File: config.mk
export PLATFORM = sky130hd
export DESIGN_NAME = instruction_fetch
export DESIGN_NICKNAME = d
export VERILOG_FILES = /design/src/rtl/instruction_fetch.sv
export SDC_FILE = /design/constraint.sdc
export NUM_CORES = 1
export LEC_CHECK = 0
export CAP_MARGIN = 20
export CORE_UTILIZATION = 45
export DETAILED_ROUTE_END_ITERATION = 10
export GPL_TIMING_DRIVEN = 1
export HOLD_SLACK_MARGIN = 0.12
export PLACE_DENSITY = 0.82
export SETUP_SLACK_MARGIN = 0.2
export SYNTH_ARGS = -nofsm -noshare
export SYNTH_HDL_FRONTEND = slang
export SYNTH_SLANG_ARGS = --single-unit
export TNS_END_PERCENT = 50
File: constraint.sdc
create_clock -name clk -period 5 [get_ports clk]
set_input_delay 1 -clock clk [delete_from_list [all_inputs] [get_ports clk]]
set_output_delay 1 -clock clk [all_outputs]
set_load 0.02 [all_outputs]
File: src/rtl/instruction_fetch.sv
// Fetch stage: owns the PC, splits the 32-bit memory window into 16/32-bit
// instructions and hands one per cycle to decode over a valid/ready register.
module instruction_fetch #(
  parameter int                  PC_WIDTH   = 16,
  parameter logic [PC_WIDTH-1:0] RESET_PC   = '0,
  parameter int                  DATA_WIDTH = 32
) (
  input  logic                  clk,
  input  logic                  rst_n,
  input  logic                  fetch_en,
  output logic [PC_WIDTH-1:0]   imem_address,
  input  logic [DATA_WIDTH-1:0] imem_read_data,
  input  logic                  redirect_valid,
  input  logic [PC_WIDTH-1:0]   redirect_pc,
  output logic                  out_valid,
  input  logic                  out_ready,
  output logic [DATA_WIDTH-1:0] out_instr,
  output logic [PC_WIDTH-1:0]   out_pc,
  output logic                  out_compressed,
  output logic                  out_fault
);

  typedef enum logic [0:0] {
    ST_RUN  = 1'b0,
    ST_TRAP = 1'b1
  } state_t;

  state_t                state_q, state_d;
  logic [PC_WIDTH-1:0]   pc_q, pc_d;
  logic                  out_valid_q, out_valid_d;
  logic [DATA_WIDTH-1:0] out_instr_q, out_instr_d;
  logic [PC_WIDTH-1:0]   out_pc_q, out_pc_d;
  logic                  out_compressed_q, out_compressed_d;
  logic                  out_fault_q, out_fault_d;

  logic can_load;
  logic rd_compressed;
  logic rd_illegal;

  assign imem_address   = pc_q;
  assign out_valid      = out_valid_q;
  assign out_instr      = out_instr_q;
  assign out_pc         = out_pc_q;
  assign out_compressed = out_compressed_q;
  assign out_fault      = out_fault_q;

  // Next-state logic: redirect beats capture, capture beats drain/stall.
  always_comb begin
    state_d          = state_q;
    pc_d             = pc_q;
    out_valid_d      = out_valid_q;
    out_instr_d      = out_instr_q;
    out_pc_d         = out_pc_q;
    out_compressed_d = out_compressed_q;
    out_fault_d      = out_fault_q;
    can_load         = !out_valid_q || out_ready;
    rd_compressed    = (imem_read_data[1:0] != 2'b11);
    rd_illegal       = (imem_read_data[15:0] == 16'h0000);

    if (redirect_valid) begin
      if (redirect_pc[0]) begin
        // Odd target: report it as a fault entry instead of fetching.
        out_valid_d      = 1'b1;
        out_fault_d      = 1'b1;
        out_pc_d         = redirect_pc;
        out_instr_d      = '0;
        out_compressed_d = 1'b0;
        state_d          = ST_TRAP;
      end else begin
        out_valid_d = 1'b0;
        pc_d        = redirect_pc;
        state_d     = ST_RUN;
      end
    end else begin
      case (state_q)
        ST_RUN: begin
          if (fetch_en && can_load) begin
            out_valid_d      = 1'b1;
            out_pc_d         = pc_q;
            out_compressed_d = rd_compressed;
            if (rd_compressed) begin
              out_instr_d = {{(DATA_WIDTH-16){1'b0}}, imem_read_data[15:0]};
            end else begin
              out_instr_d = imem_read_data;
            end
            if (rd_illegal) begin
              out_fault_d = 1'b1;
              state_d     = ST_TRAP;
            end else begin
              out_fault_d = 1'b0;
              if (rd_compressed) begin
                pc_d = pc_q + PC_WIDTH'(2);
              end else begin
                pc_d = pc_q + PC_WIDTH'(4);
              end
            end
          end else if (out_valid_q && out_ready) begin
            out_valid_d = 1'b0;
          end else begin
            out_valid_d = out_valid_q;
          end
        end
        ST_TRAP: begin
          if (out_valid_q && out_ready) begin
            out_valid_d = 1'b0;
          end else begin
            out_valid_d = out_valid_q;
          end
        end
        default: begin
          out_valid_d = 1'b0;
          state_d     = ST_TRAP;
        end
      endcase
    end
  end

  // State, PC and output register; reset wins over every other input.
  always_ff @(posedge clk) begin
    if (!rst_n) begin
      state_q          <= ST_RUN;
      pc_q             <= RESET_PC;
      out_valid_q      <= 1'b0;
      out_instr_q      <= '0;
      out_pc_q         <= '0;
      out_compressed_q <= 1'b0;
      out_fault_q      <= 1'b0;
    end else begin
      state_q          <= state_d;
      pc_q             <= pc_d;
      out_valid_q      <= out_valid_d;
      out_instr_q      <= out_instr_d;
      out_pc_q         <= out_pc_d;
      out_compressed_q <= out_compressed_d;
      out_fault_q      <= out_fault_d;
    end
  end

endmodule

==> impl_metrics.tcl, run 1 <==
set metrics [dict create \
    status "complete, no violations" \
    drv_slew 0 \
    finalSetupViolCount 0 \
    max_freq_ghz 0.304 \
    max_slew_margin_pct 32.4 \
    synth-main-ff-cell "dfxtp_1" \
    cts_setup_buffers 0 \
    cts.path.max_buffers 2 \
    cts_sinks 67 \
    cts_made_buffers 9 \
    place_area_sq_um 4260 \
    synth_nets 433 \
    holdBufCountCts 0 \
    reg2reg_slack_ns 2.51 \
    routed_wl_mm 9.18 \
    fin_nets 537 \
    cap_viol_max_count 0 \
    reg2reg_from "out_valid" \
    synthDistinctLibCells 59 \
    reg2reg_to "out_pc[2]" \
    yosys_warnings 0 \
    antenna_found_initial 0 \
    synth-edff-count 0 \
    syn_area_sq_um 3100 \
    design_area_sq_um 4470 \
    path_max_fanout 43 \
    finalHoldViolations 0 \
    crit_arrival_ns 3.54 \
    tns_ns 0 \
    placementRows 29 \
    pin_count 120 \
    drtIter0Drc 240 \
    hold_start "out_instr[21]" \
    synthArstFlopShare_pct 0 \
    wl_per_cell_um 16.3 \
    cellLeakagePower_nw 1.53 \
    reg2reg_depth 4 \
    cts_root_buffer "clkbuf_8" \
    vias 3377 \
    gr-total-overflow 0 \
    hold_path_class "reg2reg" \
    ir_drop_v 0.000187 \
    clkSlewWorstSetupHoldPaths_ns 0.07 \
    holdPathStages 2 \
    die_width_um 85.0 \
    clock_latency_ns 0.34 \
    route.detailed.drc 0 \
    grt_max_degree 65 \
    area_growth_pct 44.3 \
    whs_endpoint "out_instr[21]" \
    netlist_instances 378 \
    grt_pass1_vias 3169 \
    core_sq_um 6490 \
    crit_required_ns 5.25 \
    worst_clock_skew_ns 0.00927 \
    hold-worst-slack_ns 0.455 \
    vias_per_cell 5.99 \
    cts_resized 0 \
    start_util_pct 47.8 \
    period_needed_ns 3.29 \
    dp_hpwl_mm 6.28 \
    end_kind "flip-flop" \
    power_mw 1.30 \
    syn_area_per_cell_sq_um 8.21 \
    fin_crit_sh_pct 65.8 \
    synth-seq-cells 67 \
    cts_tree "yes" \
    numPortBuffers 118 \
    firstDrtPassIters 5 \
    rsz0062_at_grt "false" \
    grt_pass1_wl_mm 14.9 \
    dieArea_sq_um 7230 \
    die_y_um 85.0 \
    htreeDepth 3 \
    power_density_nw_per_um2 291 \
    diodes 0 \
    ant_nets 0 \
    seq_area_frac_synth_pct 43.2 \
    drive_gt1_share_pct 6.16 \
    gp_congestion 0.878 \
    tightest_slew_ns 1.01 \
    crit_type "in2reg" \
    grt_usage_pct 25.8 \
    crit_path_start_kind "input port" \
]
==> per-stage QoR <==
step	worst slack (ns)	utilization [%]	instances
final	1.71	68.9	564
after global routing	1.53	68.9	564
after CTS	1.70	68.6	563
after detailed placement	1.35	65.6	547
after global placement	1.47	65.6	547
after floorplan	2.81	-	378
==> state kept, by name (all words and copies together), names as in the netlist <==
register,count
out_fault,1
out_pc,16
out_compressed,1
out_instr,32
state_q,1
out_valid,1
imem_address,15
==> cell usage after synthesis (2+ instances only) <==
cell	count	area share, %
nand4_1	6	1.2
buf_2	11	1.8
nor3_1	4	0.65
nor2_1	23	2.8
a31oi_1	2	0.40
buf_4	2	0.48
buf_1	3	0.36
a311oi_1	8	2.3
clkbuf_1	11	1.3
nand3_1	36	5.8
and3_1	2	0.40
dfxtp_1	67	43
nand2_1	64	7.7
nor4_1	4	0.81
a21oi_1	43	6.9
mux2i_1	9	2.9
a211oi_1	15	3.6
or3_1	3	0.61
a2bb2oi_1	2	0.56
a21oi_2	2	0.56
or4_1	2	0.48
nor2b_1	3	0.61
o31ai_1	3	0.73
o211ai_1	5	1.2
nor3b_1	2	0.48
o21ai_0	9	1.5
o22ai_1	3	0.61
xnor2_1	2	0.56
ha_1	2	0.81
==> worst max-delay path by stage <==
stage | from | end | slack, ns | cells after the start
floorplan | redirect_pc[0] | imem_address[11] | 2.81 | 6
global placement | redirect_valid | out_pc[9] | 1.47 | 6
detailed placement | redirect_valid | out_pc[9] | 1.35 | 6
CTS | redirect_valid | out_pc[9] | 1.70 | 6
global route | out_ready | out_pc[14] | 1.53 | 6
finish | redirect_valid | out_pc[9] | 1.71 | 6
==> worst max-delay path, stage by stage <==
cell and delay (ns):
clkdlybuf4s50_1 0.48, buf_4 0.37, nand2_1 0.52, nand2_2 0.80, nor2_1 0.08, a311oi_1 0.26
==> layout make-up <==
class	instances	area, sq um
Fill cell	537	2020
Multi-Input combinational cell	281	1620
Sequential cell	67	1340
Timing Repair Buffer	121	1220
Clock buffer	11	141
Tap cell	77	96.3
Clock inverter	5	52.6
Inverter	2	7.51
==> metal layers <==
metal	part of all wire (%)	up-vias	wire [um]	GRT usage, %
met5	0	-	0	0
met3	7.8	31	712	4.38
met2	46	166	4240	39.8
met4	3.2	0	298	13.9
met1	43	1590	3930	34.6
li1	-	1590	-	-
==> layout by cell type (no fill, tap or decap), drive strengths merged, types with 3 or more instances in the layout <==
cell             n
nor3             5
nor4             5
nand4            6
o211ai           5
a211oi          15
mux2i            9
a311oi           8
clkdlybuf4s50  118
buf              3
o21ai           11
nor2            25
nand3           36
nand2           65
o22ai            3
or3              3
dfxtp           67
clkbuf          11
a21oi           45
clkinv           3
o31ai            3
nor2b            4
==> power by group <==
part	internal (mW)	total (mW)	leakage, nW	switching, mW
combinational	0.125	0.266	0.881	0.140
sequential	0.563	0.590	0.548	0.0269
clock	0.241	0.446	0.0991	0.204
==> cells by family (layout without fill, tap and decap cells) <==
| logic type | after synthesis | in the layout | synth area share, % |
|---|---|---|---|
| other cells | 1 | 1 | 0.121 |
| flops | 67 | 67 | 43.2 |
| buf+inv | 30 | 139 | 4.56 |
| xor+xnor | 2 | 2 | 0.565 |
| compound gates | 107 | 107 | 22.8 |
| simple gates | 160 | 160 | 25.0 |
| fa+ha+maj | 2 | 2 | 0.807 |
| mux | 9 | 9 | 2.90 |
Note: power is estimated with default switching activity, not from simulation.
==> run 2, diff against run 1 <==
--- a/config.mk
+++ b/config.mk
@@ -6,11 +6,11 @@
 export NUM_CORES = 1
 export LEC_CHECK = 0
 export CAP_MARGIN = 20
-export CORE_UTILIZATION = 45
+export CORE_UTILIZATION = 40
 export DETAILED_ROUTE_END_ITERATION = 10
 export GPL_TIMING_DRIVEN = 1
 export HOLD_SLACK_MARGIN = 0.12
-export PLACE_DENSITY = 0.82
+export PLACE_DENSITY = 0.77
 export SETUP_SLACK_MARGIN = 0.2
 export SYNTH_ARGS = -nofsm -noshare
 export SYNTH_HDL_FRONTEND = slang
==> constraint.sdc (replaced) <==
create_clock -name clk -period 3 [get_ports clk]
set_input_delay 0.6 -clock clk [delete_from_list [all_inputs] [get_ports clk]]
set_output_delay 0.6 -clock clk [all_outputs]
set_load 0.02 [all_outputs]
==> run 2 against run 1 <==
Effect of this change: via count shrank 2.0%; sequential power grew 66%; count of clock-buffer cells in the layout down 2; global-route usage decreased by 3.1 points; critical path depth did not move.
==> impl_metrics.tcl, run 2 (same netlist as run 1, synthesis figures left out) <==
set metrics [dict create \
    path_max_fanout 6 \
    worst_clock_skew_ns 0.0106 \
    hold_start "out_instr[22]" \
    cts.path.max_buffers 2 \
    cts_tree "yes" \
    power_frac_clock_pct 36.3 \
    reg2reg_from "imem_address[1]" \
    fin_crit_sh_pct 77.9 \
    clkSlewWorstSetupHoldPaths_ns 0.08 \
    fin_nets 545 \
    vias 3309 \
    finalHoldViolations 0 \
    period_needed_ns 2.34 \
    holdBufCountCts 0 \
    whs_endpoint "out_instr[22]" \
    wl_per_cell_um 15.6 \
    reg2reg_to "imem_address[13]" \
    cts_root_buffer "clkbuf_8" \
    antenna_found_initial 0 \
    htreeDepth 3 \
    crit_path_start_kind "input port" \
    crit_arrival_ns 2.57 \
    m1WireLength_mm 4.02 \
    p_switching_mw 0.635 \
    multi_input_area_sq_um 1620 \
    top_layer "met4" \
    holdPathStages 2 \
    die_width_um 90.1 \
    grt_pass1_vias 2994 \
    crit_type "in2reg" \
    grt_usage_pct 22.7 \
    layoutNonFillerInstCount 593 \
    comb_power_share_pct 20.2 \
    ant_nets 0 \
    netSwitchingFraction_pct 28.1 \
    status "complete, no violations" \
    drtIter0Drc 187 \
    cts_resized 0 \
    diodes 0 \
    drv_slew 0 \
    pin_count 120 \
    die_y_um 90.1 \
    cellLeakagePower_nw 1.58 \
    start_util_pct 42.1 \
    cp-startpoint "imem_read_data[9]" \
    firstDrtPassIters 5 \
    end_kind "flip-flop" \
    dp_hpwl_mm 6.61 \
    routed_wl_mm 9.26 \
    cts_sinks 67 \
    max_freq_ghz 0.428 \
    gr-total-overflow 0 \
    ir_drop_v 0.000273 \
    grt_pass1_wl_mm 15.0 \
    area_growth_pct 48.1 \
    cts_made_buffers 9 \
    reg2reg_slack_ns 0.98 \
    gp_congestion 0.860 \
    wl_met3_um 581 \
    dieArea_sq_um 8110 \
    vias_per_cell 5.58 \
    grt_max_degree 45 \
    final-seq-area_sq_um 1340 \
    crit_required_ns 3.23 \
    core_sq_um 7370 \
    final_common_cell "clkdlybuf4s50_1" \
    clock_latency_ns 0.34 \
    hold_path_class "reg2reg" \
    cts_setup_buffers 0 \
    dp.cells 578 \
    numPortBuffers 118 \
    tightest_slew_ns 0.876 \
    n_fill_cell 661 \
    drive_gt1_share_pct 7.69 \
    tns_ns 0 \
    max_slew_margin_pct 41.6 \
    placementRows 31 \
    rsz0062_at_grt "false" \
    layout_common_cells "clkdlybuf4s50_1 (118), dfxtp_1 (67), nand2_1 (64)" \
    power_density_nw_per_um2 491 \
    seqPwrFrac_pct 43.4 \
    intPower_mw 1.62 \
    reg2reg_depth 6 \
    cap_viol_max_count 0 \
    finalSetupViolCount 0 \
    dr_wl_met2_mm 4.52 \
    route.detailed.drc 0 \
    largest_reg_flops 32 \
]
[run 2: cell count changes in the layout (fill, tap and decap cells not counted)]
cell       previous run  this run
clkinv_4              0         1
buf_4                 2         9
clkinv_2              3         1
clkbuf_8             10         9
clkbuf_1              1         0
buf_12                1         2
inv_6                 0         1
bufinv_16             1         2
[run 2: critical path, stage by stage]
cell	delay (ns)
clkdlybuf4s50_1	0.42
nor4_1	0.53
nand4_1	0.24
a21oi_2	0.39
nor2_1	0.10
o221a_2	0.28
[run 2: layout make-up]
type	count	share of cell area [%]
Sequential cell	67	29.2
Timing Repair Buffer	129	28.1
Tap cell	99	2.70
Inverter	2	0.163
Multi-Input combinational cell	281	35.2
Clock buffer	9	2.70
Clock inverter	6	1.96
[run 2: power by group through the flow]
stage	clock network (mW)	registers [mW]	logic [mW]
final	0.820	0.981	0.457
after global routing	0.871	0.986	0.491
after CTS	0.838	0.980	0.457
after detailed placement	0	1.00	0.455
after global placement	0	0.999	0.448
after floorplan	0	1.05	0.176
[run 2: per-layer routing]
metal  GRT usage (%)  vias up
met5               0        -
met4            9.27        0
met3            4.31       14
met2            37.2      133
met1            29.2     1553
li1                -     1609
[run 2: worst max path at each step]
stage,depth (start not counted),end,slack [ns]
after floorplan,6,imem_address[13],1.15
after global placement,7,out_pc[10],0.42
after detailed placement,7,out_pc[15],0.35
after CTS,7,out_pc[15],0.70
after global routing,7,out_pc[15],0.54
final,6,imem_address[14],0.66
[run 2: stage by stage]
step	utilization, %	instance area, sq um	power, mW	hold WS, ns	setup slack [ns]
floorplan	-	3100	1.23	0.465	1.15
global placement	59.4	4380	1.45	0.438	0.418
detailed placement	59.4	4380	1.45	0.444	0.353
CTS	62.3	4590	2.27	0.453	0.704
global route	62.3	4590	2.35	0.476	0.542
finish	62.3	4590	2.26	0.452	0.663
